===== src/rtl/vga_scan_pkg.sv =====
// vga_scan_pkg: default 640x480@60 scan timing, the sync bounds derived from
// it, and the coordinate type shared by the scan generator and its helpers.
//   H_* / V_*             default porch/sync/visible widths
//   H_TOTAL / V_TOTAL     line length in pixels, frame length in lines
//   *_SYNC_START / _END   first/last counter value with the sync asserted
//   coord_t               10-bit DrawX/DrawY coordinate
package vga_scan_pkg;

  localparam int unsigned H_VISIBLE = 640;
  localparam int unsigned H_FP      = 16;
  localparam int unsigned H_SYNC    = 96;
  localparam int unsigned H_BP      = 48;
  localparam int unsigned H_TOTAL   = H_VISIBLE + H_FP + H_SYNC + H_BP;

  localparam int unsigned V_VISIBLE = 480;
  localparam int unsigned V_FP      = 10;
  localparam int unsigned V_SYNC    = 2;
  localparam int unsigned V_BP      = 33;
  localparam int unsigned V_TOTAL   = V_VISIBLE + V_FP + V_SYNC + V_BP;

  localparam int unsigned H_SYNC_START = H_VISIBLE + H_FP;
  localparam int unsigned H_SYNC_END   = H_SYNC_START + H_SYNC - 1;
  localparam int unsigned V_SYNC_START = V_VISIBLE + V_FP;
  localparam int unsigned V_SYNC_END   = V_SYNC_START + V_SYNC - 1;

  localparam int unsigned ANIM_DIV_DEFAULT = 6;

  typedef logic [9:0] coord_t;

endpackage


===== src/rtl/vga_sync_delay.sv =====
// vga_sync_delay: one register stage on hs/vs so the syncs line up with a
// renderer that registers its RGB one cycle after DrawX/DrawY.
//   i_clk  pixel clock
//   i_rst  asynchronous active-high reset; outputs return to idle-high
//   i_hs   undelayed horizontal sync (active-low)
//   i_vs   undelayed vertical sync (active-low)
//   o_hs   horizontal sync delayed one cycle
//   o_vs   vertical sync delayed one cycle
module vga_sync_delay
  import vga_scan_pkg::*;
(
  input  logic i_clk,
  input  logic i_rst,
  input  logic i_hs,
  input  logic i_vs,
  output logic o_hs,
  output logic o_vs
);

  logic r_hs;
  logic r_vs;

  always_ff @(posedge i_clk or posedge i_rst) begin
    if (i_rst) begin
      r_hs <= 1'b1;
      r_vs <= 1'b1;
    end else begin
      r_hs <= i_hs;
      r_vs <= i_vs;
    end
  end

  assign o_hs = r_hs;
  assign o_vs = r_vs;

endmodule


===== src/rtl/vga_scan_gen.sv =====
// vga_scan_gen: pixel-clock scan generator for the sprite renderers.
// Produces DrawX/DrawY, the visible-region qualifier, active-low syncs,
// line/frame strobes and an animation tick every ANIM_DIV frames.
//   vga_clk      pixel clock, all logic on posedge
//   Reset        asynchronous active-high reset
//   DrawX/DrawY  horizontal / vertical counters
//   blank        1 while the pixel is in the visible region
//   hs / vs      horizontal / vertical sync, active-low
//   line_start   1 when DrawX == 0
//   frame_start  1 when DrawX == 0 and DrawY == 0
//   anim_tick    one-cycle pulse on the frame_start of every ANIM_DIV-th frame
// Build option: define VGA_SYNC_ALIGN_EN to delay hs/vs by one register so
// they align with registered renderer RGB.
module vga_scan_gen #(
  parameter int unsigned H_VISIBLE = vga_scan_pkg::H_VISIBLE,
  parameter int unsigned H_FP      = vga_scan_pkg::H_FP,
  parameter int unsigned H_SYNC    = vga_scan_pkg::H_SYNC,
  parameter int unsigned H_BP      = vga_scan_pkg::H_BP,
  parameter int unsigned V_VISIBLE = vga_scan_pkg::V_VISIBLE,
  parameter int unsigned V_FP      = vga_scan_pkg::V_FP,
  parameter int unsigned V_SYNC    = vga_scan_pkg::V_SYNC,
  parameter int unsigned V_BP      = vga_scan_pkg::V_BP,
  parameter int unsigned ANIM_DIV  = vga_scan_pkg::ANIM_DIV_DEFAULT
) (
  input  logic       vga_clk,
  input  logic       Reset,
  output logic [9:0] DrawX,
  output logic [9:0] DrawY,
  output logic       blank,
  output logic       hs,
  output logic       vs,
  output logic       line_start,
  output logic       frame_start,
  output logic       anim_tick
);

  import vga_scan_pkg::*;

  localparam int unsigned LINE_LEN    = H_VISIBLE + H_FP + H_SYNC + H_BP;
  localparam int unsigned FRAME_LINES = V_VISIBLE + V_FP + V_SYNC + V_BP;

  localparam coord_t HC_LAST  = coord_t'(LINE_LEN - 1);
  localparam coord_t VC_LAST  = coord_t'(FRAME_LINES - 1);
  localparam coord_t HC_VIS   = coord_t'(H_VISIBLE);
  localparam coord_t VC_VIS   = coord_t'(V_VISIBLE);
  localparam coord_t HS_FIRST = coord_t'(H_VISIBLE + H_FP);
  localparam coord_t HS_LAST  = coord_t'(H_VISIBLE + H_FP + H_SYNC - 1);
  localparam coord_t VS_FIRST = coord_t'(V_VISIBLE + V_FP);
  localparam coord_t VS_LAST  = coord_t'(V_VISIBLE + V_FP + V_SYNC - 1);

  localparam logic [7:0] ANIM_LAST = 8'(ANIM_DIV - 1);

  coord_t     r_hc;
  coord_t     r_vc;
  logic [7:0] r_anim_cnt;
  logic       r_anim_tick;

  logic w_line_end;
  logic w_frame_end;
  logic w_hs_raw;
  logic w_vs_raw;
  logic w_blank;
  logic w_line_start;
  logic w_frame_start;

  assign w_line_end  = (r_hc == HC_LAST);
  assign w_frame_end = w_line_end && (r_vc == VC_LAST);

  always_ff @(posedge vga_clk or posedge Reset) begin
    if (Reset) begin
      r_hc <= '0;
      r_vc <= '0;
    end else if (w_line_end) begin
      r_hc <= '0;
      if (r_vc == VC_LAST) r_vc <= '0;
      else                 r_vc <= r_vc + 1'b1;
    end else begin
      r_hc <= r_hc + 1'b1;
    end
  end

  // The divider steps on the last pixel of a frame, so the registered tick
  // lands on the following frame_start cycle.
  always_ff @(posedge vga_clk or posedge Reset) begin
    if (Reset) begin
      r_anim_cnt  <= '0;
      r_anim_tick <= 1'b0;
    end else begin
      r_anim_tick <= 1'b0;
      if (w_frame_end) begin
        if (r_anim_cnt == ANIM_LAST) begin
          r_anim_cnt  <= '0;
          r_anim_tick <= 1'b1;
        end else begin
          r_anim_cnt <= r_anim_cnt + 1'b1;
        end
      end
    end
  end

  always_comb begin
    w_blank       = 1'b0;
    w_hs_raw      = 1'b1;
    w_vs_raw      = 1'b1;
    w_line_start  = 1'b0;
    w_frame_start = 1'b0;
    w_blank       = (r_hc < HC_VIS) && (r_vc < VC_VIS);
    w_hs_raw      = !((r_hc >= HS_FIRST) && (r_hc <= HS_LAST));
    w_vs_raw      = !((r_vc >= VS_FIRST) && (r_vc <= VS_LAST));
    w_line_start  = (r_hc == '0);
    w_frame_start = (r_hc == '0) && (r_vc == '0);
  end

`ifdef VGA_SYNC_ALIGN_EN
  vga_sync_delay u_sync_delay (
    .i_clk (vga_clk),
    .i_rst (Reset),
    .i_hs  (w_hs_raw),
    .i_vs  (w_vs_raw),
    .o_hs  (hs),
    .o_vs  (vs)
  );
`else
  assign hs = w_hs_raw;
  assign vs = w_vs_raw;
`endif

  assign DrawX       = r_hc;
  assign DrawY       = r_vc;
  assign blank       = w_blank;
  assign line_start  = w_line_start;
  assign frame_start = w_frame_start;
  assign anim_tick   = r_anim_tick;

endmodule


===== config.mk =====
export PLATFORM = sky130hd
export DESIGN_NAME = vga_scan_gen
export DESIGN_NICKNAME = d
export VERILOG_FILES = /design/src/rtl/vga_scan_pkg.sv /design/src/rtl/vga_sync_delay.sv /design/src/rtl/vga_scan_gen.sv
export SDC_FILE = /design/constraint.sdc
export NUM_CORES = 1
export LEC_CHECK = 0
export CORE_ASPECT_RATIO = 1.25
export CORE_MARGIN = 1
export CORE_UTILIZATION = 47
export DETAILED_ROUTE_END_ITERATION = 10
export PLACE_DENSITY = 0.76
export SLEW_MARGIN = 10
export SYNTH_ARGS = -nofsm -noshare
export SYNTH_HDL_FRONTEND = slang
export SYNTH_SLANG_ARGS = --single-unit

===== constraint.sdc =====
create_clock -name vga_clk -period 2.3 [get_ports vga_clk]
set_clock_uncertainty 0.15 [all_clocks]
set_input_delay 0.345 -clock vga_clk [delete_from_list [all_inputs] [get_ports vga_clk]]
set_output_delay 0.345 -clock vga_clk [all_outputs]
set_load 0.02 [all_outputs]

==> results of run 1 <==
## timing repair
item	CTS	global route
gates resized for setup	7	7
hold buffers	0	0
buffers inserted	0	1
setup endpoints to repair	2	12
hold endpoints to repair	0	0
pin swaps	0	0
## power groups by stage
stage          Clock (mW)  Sequential [mW]  Combinational (mW)
5_1_grt             0.452            0.510              0.0182
4_1_cts             0.428            0.510              0.0166
3_3_place_gp            0            0.519              0.0164
6_report            0.417            0.510              0.0156
2_1_floorplan           0            0.520             0.00755
3_5_place_dp            0            0.519              0.0166
## cells in the final DEF (no fill, tap or decap), drive strengths merged
| master | instances |
|---|---|
| dlymetal6s2s | 2 |
| nand2b | 1 |
| clkbuf | 7 |
| a22o | 1 |
| and3 | 4 |
| xnor2 | 6 |
| nor3 | 4 |
| nand4b | 1 |
| or4 | 2 |
| and2 | 1 |
| and3b | 1 |
| nand4 | 6 |
| mux2 | 1 |
| and4 | 1 |
| xor2 | 8 |
| clkdlybuf4s15 | 1 |
| a21oi | 5 |
| or3b | 1 |
| or3 | 3 |
| mux2i | 1 |
| nand2 | 8 |
| nor4 | 5 |
| o22ai | 1 |
| nor2b | 2 |
| o21a | 1 |
| nand3 | 15 |
| clkdlybuf4s50 | 23 |
| nor2 | 12 |
| o31ai | 6 |
| ha | 6 |
| buf | 22 |
| dfrtp | 29 |
| inv | 10 |
| o21ai | 11 |
| nor3b | 1 |
| nor4b | 2 |
| or2 | 2 |
## cell families (layout without fill, tap and decap cells)
logic type | after synthesis | count (layout) | synth area share
adder cells (fa/ha/maj) | 6 | 6 | 0.04831
AO/OA/AOI/OAI | 25 | 25 | 0.09501
flip-flops | 29 | 29 | 0.4670
buffers and inverters | 14 | 65 | 0.04106
multiplexers | 2 | 2 | 0.01369
AND/OR/NAND/NOR | 72 | 72 | 0.2560
XOR/XNOR | 14 | 14 | 0.07891
## flip-flops by register name, indices dropped and copies added, names as in the netlist
signal / count
anim_tick: 1
r_anim_cnt: 8
DrawX: 10
DrawY: 10
## worst min-delay path, stage by stage
cell             delay [ns]
clkdlybuf4s50_1        0.40
inv_1                  0.09
buf_12                 0.20
## worst max-delay path by stage
stage             start       endpoint  slack (ns)  cells after the start
2_1_floorplan  DrawX[0]  r_anim_cnt[3]       -0.03                      6
3_3_place_gp   DrawY[9]             vs        0.10                      3
3_5_place_dp   DrawY[0]    frame_start       -0.01                      6
4_1_cts        DrawY[0]    frame_start        0.03                      6
5_1_grt        DrawX[6]  r_anim_cnt[3]      -0.005                      4
6_report       DrawX[6]  r_anim_cnt[3]        0.07                      4
## layout make-up
cell class,instances,area [um^2]
Timing Repair Buffer,48,441.7
Inverter,10,37.54
Fill cell,248,1041
Tap cell,37,46.29
Multi-Input combinational cell,119,784.5
Clock buffer,7,86.33
Sequential cell,29,728.2
## through the flow
stage / TNS (ns) / cells / setup WS, ns / area (um^2)
finish: 0 / 250 / 0.06882 / 2125
global route: -0.005245 / 250 / -0.005245 / 2125
CTS: 0 / 249 / 0.02675 / 2103
detailed placement: -0.01432 / 242 / -0.01432 / 2014
global placement: 0 / 242 / 0.1004 / 2014
floorplan: -0.02969 / 162 / -0.02969 / 1562
## metal layers
layer	GRT usage	up-vias	wire (um)
met5	0	-	0
met4	0.1151	0	66
met3	0.06897	7	151
met2	0.4172	36	2036
met1	0.2770	722	1586
li1	-	685	-
==> flow_metrics.tcl, run 1 <==
set metrics [dict create \
    reg2reg_depth 4 \
    drtAntennaViolNets 0 \
    start_kind "register" \
    synth_top_area_cell "dfrtp_1" \
    grt_pass1_wl_mm 6.189 \
    path_clk_slew_ns 0.06 \
    yosysSeqAreaShare 0.4670 \
    ys_warn_count 0 \
    numCtsBuffers 5 \
    route.vias.total 1450 \
    worst-path-buf-inv 0 \
    critPathMaxStageDelay_ns 0.44 \
    die-area_mm2 0.003542 \
    cap_violations 0 \
    routed_wl_mm 3.842 \
    synth_fp_nets 170 \
    fin_util 0.6711 \
    initial_utilization 0.4909 \
    clk_latency_ns 0.28 \
    nets 221 \
    hold_path_class "in2async" \
    rsz0062_at_grt "true" \
    syn_inst 162 \
    pwr-share-clk 0.442 \
    crit_path_top_delay_cell "dfrtp_1" \
    synth.top_cell.area_share 0.4670 \
    wire_per_inst_um 15.37 \
    worstPathMaxFanout 7 \
    max_freq_mhz 448.2 \
    dpl.hpwl_mm 2.816 \
    setup_violations 0 \
    ys_types 34 \
    remaining_drc_errors 0 \
    via_per_inst 5.800 \
    cts_root_buf "clkbuf_8" \
    slew_violations 0 \
    power.internal_mw 0.7521 \
    power_frac_comb 0.017 \
    path_cells "or3_1 > or3_4 > or3b_4 > o31ai_1" \
    cp-end-kind "register" \
    period_needed_ns 2.231 \
    die_y_um 66.29 \
    drive_gt1_frac 0.1831 \
    cp.arrival_ns 2.25 \
    clk_path_buf_depth 2 \
    hold_ws_ns 0.2487 \
    p_sw_mw 0.1908 \
    seqPwrFrac 0.541 \
    die_w_um 53.43 \
    grt.total_usage 0.2463 \
    pwr_density_cell_mw_per_mm2 443.8 \
    std_cell_rows 23 \
    io_buffers 27 \
    synthTopCellsByArea "dfrtp_1 (47%), ha_1 (4.8%), nand3_1 (4.8%), xor2_1 (4.5%), o21ai_0 (3.5%)" \
    status "completed" \
    ir_drop_mv 0.4116 \
    synthArstFlopShare 1.000 \
    dr.pass1.iters 4 \
    grt-ovfl-total 0 \
    syn-cell-area_mm2 0.001554 \
    n_antenna_cell 0 \
    worst-setup-path-type "reg2reg" \
    hold_viol_final 0 \
    relSlewSlack 0.5958 \
    power_leakage_nw 0.9612 \
    grt_antenna_before_repair 0 \
    synth.most_common_cell "dfrtp_1" \
    synth_edf_count 0 \
    r2r-end "r_anim_cnt[3]" \
    cts_tree "built" \
    cpLargestDelayFamily "simple AND/OR/NAND/NOR gates" \
    coreArea_mm2 0.003166 \
    p_sw_frac 0.2024 \
    drt_iter0_drc 52 \
    regToRegSetupSlack_ns 0.07 \
    worst_slew_pin_slew_ns 0.5979 \
    postSynthAreaPerCell_um2 9.593 \
    syn2layout_area_growth_pct 36.72 \
    clkSinkCount 29 \
    required_ns 2.32 \
    grt_pass1_vias 1393 \
    htreeDepth 2 \
    fin_crit_sh 0.9701 \
    design.portCount 28 \
    grt_max_degree 30 \
    gp_congestion 0.8907 \
    synthFlopType "dfrtp_1" \
    yosys-top-cells-count "dfrtp_1 (29), nand3_1 (15), nor2_1 (12)" \
    totalPowerFinal_mw 0.9429 \
    synth-seq-cells 29 \
    r2r_start "DrawX[6]" \
]
(Power assumes the default switching activity.)
==> inputs of run 2 (changes only) <==
--- a/config.mk
+++ b/config.mk
@@ -8,6 +8,7 @@
 export CORE_ASPECT_RATIO = 1.25
 export CORE_MARGIN = 1
 export CORE_UTILIZATION = 47
+export CTS_CLUSTER_DIAMETER = 50
 export DETAILED_ROUTE_END_ITERATION = 10
 export PLACE_DENSITY = 0.76
 export SLEW_MARGIN = 10
==> results of run 2 <==
Same layout as run 1: the final DEF is identical, and so are final timing and power.
==> variant 1: new RTL, settings of run 2 <==
Add a define of `VGA_SYNC_ALIGN_EN`.
--- a/src/rtl/vga_scan_gen.sv
+++ b/src/rtl/vga_scan_gen.sv
@@ -11,6 +11,8 @@
 //   anim_tick    one-cycle pulse on the frame_start of every ANIM_DIV-th frame
 // Build option: define VGA_SYNC_ALIGN_EN to delay hs/vs by one register so
 // they align with registered renderer RGB.
+`define VGA_SYNC_ALIGN_EN
+
 module vga_scan_gen #(
   parameter int unsigned H_VISIBLE = vga_scan_pkg::H_VISIBLE,
   parameter int unsigned H_FP      = vga_scan_pkg::H_FP,
Formal check against the unedited RTL: no difference found for any inputs over 10 cycles, from zero or initial values and one cycle with Reset high; that may be too few to reach the edited logic, so the function may still have changed.
==> variant 1 against run 2 <==
- worst setup slack improved by 53 ps
- total power rose by 9.4%
- sequential share of layout area rose by 1.6 points
- cell count rose by 1.6%
- first-iteration DRC count fell by 38%
- cell area rose by 2.5%
- clock power rose by 13%
- sequential cell count rose by 2
- wire length fell by 4.4%
- utilization rose by 0.43 points
- synthesized area rose by 3.4%
- highest routed layer unchanged
==> variant 1: results <==
[global_routing]
grt_usage = 0.235
grt_max_degree = 20
grt_pass1_wl_um = 6070

[placed_design]
placed_area_sq_mm = 0.00207
dp_slack_ps = 17.6
place_congestion = 0.819
dp.cells = 246

[yosys]
yosys-top-cells-area = "dfrtp_1 (45%), ha_1 (4.7%), nand3_1 (4.7%)"
synth_area_per_cell_sq_um = 9.80
seq_area_frac_synth = 0.484
yosysUniqueCellTypes = 35

[drt]
wl_per_cell_um = 14.5
routed_wl_um = 3670
drt_iter0_drc = 32
num_vias = 1434

[timing]
hold_slack_ps = 244
relSlewSlack = 0.618

[floorplan]
initial_core_util = 0.498

[setup_path]
rr_worst_depth = 5
path_max_fanout = 6
r2r_start = "DrawX[0]$_DFF_PP0_"
crit_path_top_delay_cell = "or3_4"
cp_slowest_stage_delay_ps = 490

[cts]
post_cts_resize_count = 6
htreeDepth = 2

[power]
ir_drop_uv = 459
p_leak_nw = 0.982

[cells_and_area]
drive_gt1_frac = 0.194
nets = 224

[status]
outcome = "complete, no violations"
-- variant 1: cells by family after synthesis --
kind of cell / Yosys count / synth area share
simple gates: 72 / 0.248
flops: 31 / 0.484
compound gates: 25 / 0.0919
xor+xnor: 14 / 0.0763
buf+inv: 14 / 0.0397
fa+ha+maj: 6 / 0.0467
mux: 2 / 0.0132
-- variant 1: routing by layer --
metal  GRT usage  share of wire  up-vias
met1       0.261           0.41      691
li1            -              -      688
met4       0.119          0.018        0
met5           0              0        -
met3      0.0653          0.046        7
met2       0.399           0.52       48
-- variant 1: area by class of cell --
cell class / instances / area (sq um)
Tap cell: 37 / 46.3
Fill cell: 256 / 1050
Inverter: 10 / 37.5
Timing Repair Buffer: 49 / 428
Clock buffer: 8 / 100
Sequential cell: 31 / 781
Multi-Input combinational cell: 119 / 785
-- variant 1: critical path, delay by kind of cell (launching register included) --
kind	cells	cell delay, ps
flops	1	390
compound gates	1	250
simple gates	3	1100
fa+ha+maj	1	190
-- variant 1: worst max-delay path by stage --
stage / from / to / cells after the start
3_3_place_gp: DrawY[0]$_DFFE_PP0N_ / frame_start / 6
3_5_place_dp: DrawY[0]$_DFFE_PP0N_ / frame_start / 6
6_report: DrawX[0]$_DFF_PP0_ / r_anim_cnt[3]$_DFFE_PP0P_ / 5
4_1_cts: DrawY[0]$_DFFE_PP0N_ / frame_start / 6
2_1_floorplan: DrawX[0]$_DFF_PP0_ / r_anim_cnt[3]$_DFFE_PP0P_ / 6
5_1_grt: DrawX[0]$_DFF_PP0_ / r_anim_cnt[4]$_DFFE_PP0P_ / 5
-- variant 1: report_power, final --
part	switching [W]	internal (W)
sequential	0	0.000545
combinational	0.0000107	0.00000267
clock	0.000200	0.000273
==> variant 2: new RTL, flow settings as in run 2 <==
Without the edit above. Compare `r_anim_cnt` against `ANIM_LAST` with >= in place of ==.
--- a/src/rtl/vga_scan_gen.sv
+++ b/src/rtl/vga_scan_gen.sv
@@ -88,7 +88,7 @@
     end else begin
       r_anim_tick <= 1'b0;
       if (w_frame_end) begin
-        if (r_anim_cnt == ANIM_LAST) begin
+        if (r_anim_cnt >= ANIM_LAST) begin
           r_anim_cnt  <= '0;
           r_anim_tick <= 1'b1;
         end else begin
Behaviour: no difference found for any inputs over 10 cycles, from zero or initial values and one cycle with Reset high; that may be too few to reach the edited logic, so the function may still have changed.
==> variant 2 against run 2 <==
- maximum frequency fell by 0.63%
- total power fell by 13%
- via count fell by 3.4%
- global-route usage rose by 0.81 points
- synthesized cell count rose by 0.62%
- sequential cell count did not move
- sequential share of layout area rose by 0.91 points
- cell area fell by 2.4%
- combinational power fell by 19%
- synthesized area fell by 0.72%
- worst setup slack got worse by 14 ps
- wire length fell by 1.4%
==> variant 2: results <==
[status]
outcome = "complete, no violations"

[drt]
drt_iter0_drc = 39
met2WireLength_um = 1990
wl_met3_um = 170
vias_per_cell = 5.60
wl_per_cell_um = 15.2

[setup_path]
crit_path_top_delay_cell = "or4b_1"

[placed_design]
place_congestion = 0.806

[global_routing]
grt_usage = 0.254
grtUsageMet2 = 0.428
grt_use_met3 = 0.0759
grt_pass1_vias = 1377
grt_pass1_wl_um = 6310

[timing]
hold_slack_ps = 218
min_period_ps = 2250
tightest_slew_ps = 392

[yosys]
yosysUniqueCellTypes = 35
seq_area_frac_synth = 0.470
syn_nets = 172
yosys-top-cells-area = "dfrtp_1 (47%), ha_1 (5.7%), nor2_1 (4.1%)"
synth_top_cells_by_count = "dfrtp_1 (29), nor2_1 (17), inv_1 (14)"

[power]
p_leak_nw = 0.954

[cts]
root_buffer = "clkbuf_4"

[cells_and_area]
nets = 222
drive_gt1_frac = 0.187
[variant 2: changes by cell type in the layout (fill, tap and decap cells not counted), sizes merged, moves of 4 or more]
| cell | change |
|---|---|
| nand3 | -4 |
| o21ai | -4 |
| nor3 | +4 |
| dlygate4sd2 | +4 |
| nor2 | +5 |
| o31ai | -5 |
| inv | +4 |
[variant 2: per-stage QoR]
step | setup TNS [ps] | instance area (sq um)
2_1_floorplan | -318 | 1580
3_3_place_gp | 0 | 2010
3_5_place_dp | 0 | 2010
4_1_cts | 0 | 2060
5_1_grt | 0 | 2070
6_report | 0 | 2070
[variant 2: layout make-up]
| class | count | area [sq um] |
|---|---|---|
| sequential | 29 | 729 |
| tap | 36 | 45.0 |
| inverter | 14 | 52.6 |
| timing repair buffer | 48 | 424 |
| fill | 253 | 955 |
| multi-input combinational | 115 | 771 |
| clock inverter | 2 | 10.0 |
| clock buffer | 6 | 41.3 |
[variant 2: kinds of logic (layout without fill, tap and decap cells)]
| logic type | Yosys count | after routing | share of synthesized area |
|---|---|---|---|
| AOI/OAI and AO/OA | 20 | 20 | 0.0860 |
| xor gates and xnor gates | 12 | 12 | 0.0681 |
| adders and majority gates | 7 | 7 | 0.0568 |
| buffers and inverters | 19 | 70 | 0.0487 |
| DFF | 29 | 29 | 0.470 |
| muxes | 1 | 1 | 0.00730 |
| and+or+nand+nor | 75 | 75 | 0.263 |
[variant 2: power by group through the flow]
| stage | combinational [W] | clock, W | sequential [W] |
|---|---|---|---|
| floorplan | 0.00000754 | 0 | 0.000519 |
| global placement | 0.0000132 | 0 | 0.000519 |
| detailed placement | 0.0000136 | 0 | 0.000519 |
| CTS | 0.0000137 | 0.000309 | 0.000509 |
| global route | 0.0000154 | 0.000334 | 0.000510 |
| finish | 0.0000127 | 0.000298 | 0.000509 |
